File: config.mk
export PLATFORM = sky130hd
export DESIGN_NAME = if_id_queue
export DESIGN_NICKNAME = d
export VERILOG_FILES = /design/src/rtl/if_id_queue.sv
export SDC_FILE = /design/constraint.sdc
export NUM_CORES = 1
export LEC_CHECK = 0
export BUFFER_PORTS_ARGS = -buffer_cell sky130_fd_sc_hd__buf_2
export CORE_UTILIZATION = 25
export CTS_CLUSTER_DIAMETER = 200
export DETAILED_ROUTE_END_ITERATION = 6
export GPL_ROUTABILITY_DRIVEN = 1
export PLACE_DENSITY = 0.52
export SLEW_MARGIN = 30
export SYNTH_ARGS = -nofsm -noshare
export SYNTH_HDL_FRONTEND = slang
export SYNTH_SLANG_ARGS = --single-unit
File: constraint.sdc
create_clock -name clk -period 10.8 [get_ports clk]
set_clock_uncertainty 0.2 [all_clocks]
set_input_delay 0.54 -clock clk [delete_from_list [all_inputs] [get_ports clk]]
set_output_delay 0.54 -clock clk [all_outputs]
set_load 0.01 [all_outputs]
File: src/rtl/if_id_queue.sv
// In-order fetch-to-decode queue: DEPTH entries of {instruction, PC, stop flag}
// with valid/ready on both sides, redirect flush and a sticky end-of-program stop.
module if_id_queue #(
    parameter int INST_W = 32,
    parameter int PC_W   = 32,
    parameter int DEPTH  = 4,
    parameter int CNT_W  = $clog2(DEPTH + 1)
) (
    input  logic              clk,
    input  logic              rst,
    input  logic              flush,
    input  logic              in_valid,
    output logic              in_ready,
    input  logic [INST_W-1:0] inst_in,
    input  logic [PC_W-1:0]   pc_in,
    input  logic              stop_in,
    output logic              out_valid,
    input  logic              out_ready,
    output logic [INST_W-1:0] inst_out,
    output logic [PC_W-1:0]   pc_out,
    output logic              stop_out,
    output logic [CNT_W-1:0]  count,
    output logic              stopped
);

    localparam int              PTR_W  = $clog2(DEPTH);
    localparam logic [CNT_W-1:0] FULL_C = CNT_W'(DEPTH);

    logic [INST_W-1:0] inst_mem_q [DEPTH];
    logic [PC_W-1:0]   pc_mem_q   [DEPTH];
    logic              stop_mem_q [DEPTH];

    logic [PTR_W-1:0] wr_ptr_q, wr_ptr_d;
    logic [PTR_W-1:0] rd_ptr_q, rd_ptr_d;
    logic [CNT_W-1:0] count_q, count_d;
    logic             stopped_q, stopped_d;

    logic push, pop, wr_en;

    // in_ready ignores out_ready on purpose: no pass-through when full.
    assign in_ready  = !rst && (count_q < FULL_C) && !stopped_q;
    assign out_valid = (count_q != '0);
    assign push      = in_valid && in_ready;
    assign pop       = out_valid && out_ready;

    assign inst_out = out_valid ? inst_mem_q[rd_ptr_q] : '0;
    assign pc_out   = out_valid ? pc_mem_q[rd_ptr_q]   : '0;
    assign stop_out = out_valid ? stop_mem_q[rd_ptr_q] : 1'b0;
    assign count    = count_q;
    assign stopped  = stopped_q;

    always_comb begin
        wr_ptr_d  = wr_ptr_q;
        rd_ptr_d  = rd_ptr_q;
        count_d   = count_q;
        stopped_d = stopped_q;
        wr_en     = 1'b0;
        if (flush) begin
            // Redirect discards this cycle's push and pop along with the queue.
            wr_ptr_d  = '0;
            rd_ptr_d  = '0;
            count_d   = '0;
            stopped_d = 1'b0;
        end else begin
            if (push) begin
                wr_en    = 1'b1;
                wr_ptr_d = wr_ptr_q + 1'b1;
                if (stop_in) begin
                    stopped_d = 1'b1;
                end
            end
            if (pop) begin
                rd_ptr_d = rd_ptr_q + 1'b1;
            end
            case ({push, pop})
                2'b10:   count_d = count_q + 1'b1;
                2'b01:   count_d = count_q - 1'b1;
                default: count_d = count_q;
            endcase
        end
    end

    always_ff @(posedge clk or posedge rst) begin
        if (rst) begin
            wr_ptr_q  <= '0;
            rd_ptr_q  <= '0;
            count_q   <= '0;
            stopped_q <= 1'b0;
        end else begin
            wr_ptr_q  <= wr_ptr_d;
            rd_ptr_q  <= rd_ptr_d;
            count_q   <= count_d;
            stopped_q <= stopped_d;
        end
    end

    always_ff @(posedge clk or posedge rst) begin
        if (rst) begin
            for (int i = 0; i < DEPTH; i++) begin
                inst_mem_q[i] <= '0;
                pc_mem_q[i]   <= '0;
                stop_mem_q[i] <= 1'b0;
            end
        end else if (wr_en) begin
            inst_mem_q[wr_ptr_q] <= inst_in;
            pc_mem_q[wr_ptr_q]   <= pc_in;
            stop_mem_q[wr_ptr_q] <= stop_in;
        end
    end

`ifndef SYNTHESIS
    always @(posedge clk) begin
        if (!rst) begin
            assert (!(pop && (count_q == '0)));
        end
    end
`endif

endmodule
==> flow_summary.json <==
{
  "pwr_density_cell_nw_per_um2": 200,
  "clk_path_buf_depth": 3,
  "finalCriticalPeriod_ps": 3870,
  "reg2reg_depth": 4,
  "drt_iter0_markers": 305,
  "cts_hold_buf": 0,
  "cts.sinks": 268,
  "multi_input_area_um2": 5180,
  "post_layout_nonfiller_instances": 1528,
  "synth_edf_count": 0,
  "yosysMostFrequentCell": "dfrtp_1",
  "dp.final_hpwl_um": 17000,
  "syn_area_per_cell_um2": 16.2,
  "peakVddDrop_v": 0.000110,
  "grt-ovfl-total": 0,
  "worstSkewPairLatency_ps": 560,
  "seq_area_um2": 6710,
  "crit_fanout": 39,
  "cts_buffers": 31,
  "fin_nets": 964,
  "slew_headroom_pct": 43.2,
  "synth_top_cell_by_area": "dfrtp_1",
  "antenna_found_initial": 3,
  "setup_violations": 0,
  "synth_ff_type": "dfrtp_1",
  "ant_nets": 0,
  "synth_fp_nets": 832,
  "synthDistinctLibCells": 35,
  "drc_errors": 0,
  "cts_setup_buffers": 0,
  "wire_per_inst_um": 19.0,
  "fin_util_pct": 30.2,
  "worstReg2RegStart": "count[2]",
  "grt_max_degree": 131,
  "fin_hold_ws_ps": 48.6,
  "clkTransAtPathRegs_ps": 60,
  "async_flop_share_pct": 100,
  "r2r_end": "pc_mem_q[83]",
  "vias": 6970,
  "fp.dieArea_um2": 49800,
  "min_period_over_period_pct": 35.9,
  "layout-drive-gt1-share_pct": 58.4,
  "leakage_nw": 6.73,
  "cts-htree-levels": 1,
  "cap_violations": 0,
  "worst-slew-pin-transition_ps": 852,
  "startpoint_type": "flip-flop",
  "die_height_um": 223,
  "cts_tree": "done",
  "area_growth_pct": 18.7,
  "vias_per_cell": 4.56,
  "arrival_ps": 3130,
  "port_buffers": 140,
  "fmax_mhz": 258,
  "routed_wl_um": 29100,
  "yosys_register_bits": 268,
  "criticalPathCategory": "flip-flop to output port",
  "coreArea_um2": 48000,
  "dp_cells": 1470,
  "required_ps": 10060,
  "start_util_pct": 25.5,
  "cp-endpoint": "pc_out[23]",
  "synth_top_area_share_pct": 54.8,
  "track_usage_pct": 12.0,
  "synth_warnings": 0,
  "fill_cells": 4817,
  "drv_slew": 0,
  "hold_viol": 0,
  "ctsResizeCount": 0,
  "ys_top_cells_by_area": "dfrtp_1 (55%), mux2_2 (24%), mux4_2 (12%), and2_1 (3.3%), buf_6 (1.8%)",
  "ys_seq_area_share_pct": 54.8,
  "io_pins": 141,
  "grt_pass1_wl_um": 46200,
  "status": "completed",
  "crit_path_end_kind": "output port",
  "drt-pass1-iter-count": 4,
  "hp-class": "primary input to flip-flop",
  "tns_ps": 0,
  "syn_area_um2": 12200,
  "cts_root_buf": "clkbuf_16",
  "grt_pass1_vias": 7523,
  "routabilityCongestion": 0.683,
  "synth.cells.most_frequent": "dfrtp_1 (268), mux2_2 (260), and2_1 (65), mux4_2 (65), buf_6 (20)",
  "syn_inst": 757,
  "rsz0062_at_grt": "false",
  "p_total_mw": 2.91,
  "reg2reg_slack_ps": 7800,
  "fp.dieW_um": 223,
  "row_count": 80,
  "cp-startpoint": "rd_ptr_q[0]"
}
sequential cells by signal, indices dropped and copies added, names as in the netlist:
| register | flops |
|---|---|
| pc_mem_q | 128 |
| inst_mem_q | 128 |
| rd_ptr_q | 2 |
| count | 3 |
| stop_mem_q | 4 |
| stopped | 1 |
| wr_ptr_q | 2 |
layer usage:
metal  share of wire, %  global-route usage [%]  wire (um)
met1                 47                    17.1      13700
met2                 46                    18.6      13300
met3                4.8                    2.50       1380
met4                2.4                    2.89        693
met5              0.045                       0         13
critical path, cell delays in order (launching register included):
cell	delay (ps)
dfrtp_4	860
buf_4	750
mux4_2	590
and2_1	160
buf_2	130
cells by family after synthesis:
family          count (synthesis)  synth area share (%)
flops                         268                  54.8
compound gates                  8                 0.430
fa+ha+maj                       5                 0.573
buf+inv                        56                  3.31
simple gates                   89                  4.51
xor+xnor                        4                 0.286
mux                           327                  36.1
report_power, final:
part           switching [mW]  internal, mW  leakage (nW)  total, mW
Combinational           0.205         0.328          2.71      0.533
Clock                   0.415         0.659         0.515       1.07
Sequential              0.105          1.20          3.51       1.30
Total                   0.725          2.19          6.73       2.91
area by class of cell:
class,instances,share of cell area (%)
repair buffers,150,5.41
inverters,5,0.215
flip-flops and latches,268,46.2
well taps,615,5.30
clock inverters,10,1.03
multi-input cells,433,35.7
clock buffers,45,6.12
diodes,2,0.0345
how the worst min path moves through the flow:
stage	startpoint	end	depth (start not counted)
2_1_floorplan	inst_mem_q[32]	inst_mem_q[32]	1
3_3_place_gp	pc_mem_q[55]	pc_mem_q[55]	1
3_5_place_dp	pc_mem_q[55]	pc_mem_q[55]	1
4_1_cts	pc_in[22]	pc_mem_q[22]	2
5_1_grt	pc_in[22]	pc_mem_q[86]	2
6_report	pc_in[8]	pc_mem_q[104]	2
per-stage QoR:
step | instance area [um^2] | setup WS [ps]
after floorplan | 12200 | 2680
after global placement | 13400 | 7410
after detailed placement | 13400 | 7400
after CTS | 14500 | 6750
after global routing | 14500 | 6710
final | 14500 | 6930
cell usage in the layout (no fill, tap or decap), types with 2 or more instances in the layout:
master     count
clkbuf_16     31
mux4_2        65
mux2i_1        2
xnor2_1        2
a21oi_1        2
xor2_1         2
diode_2        2
clkinv_2       6
bufinv_16      4
clkbuf_1       8
nand3_4        3
buf_6          2
and2_1        65
nor2b_1        2
clkbuf_8       6
nor2_1         7
inv_1          3
dfrtp_4        2
dfrtp_1      266
o211ai_1       2
mux2_2       260
buf_4          7
buf_2        140
ha_1           4
Power figures use the tool's default switching activity.
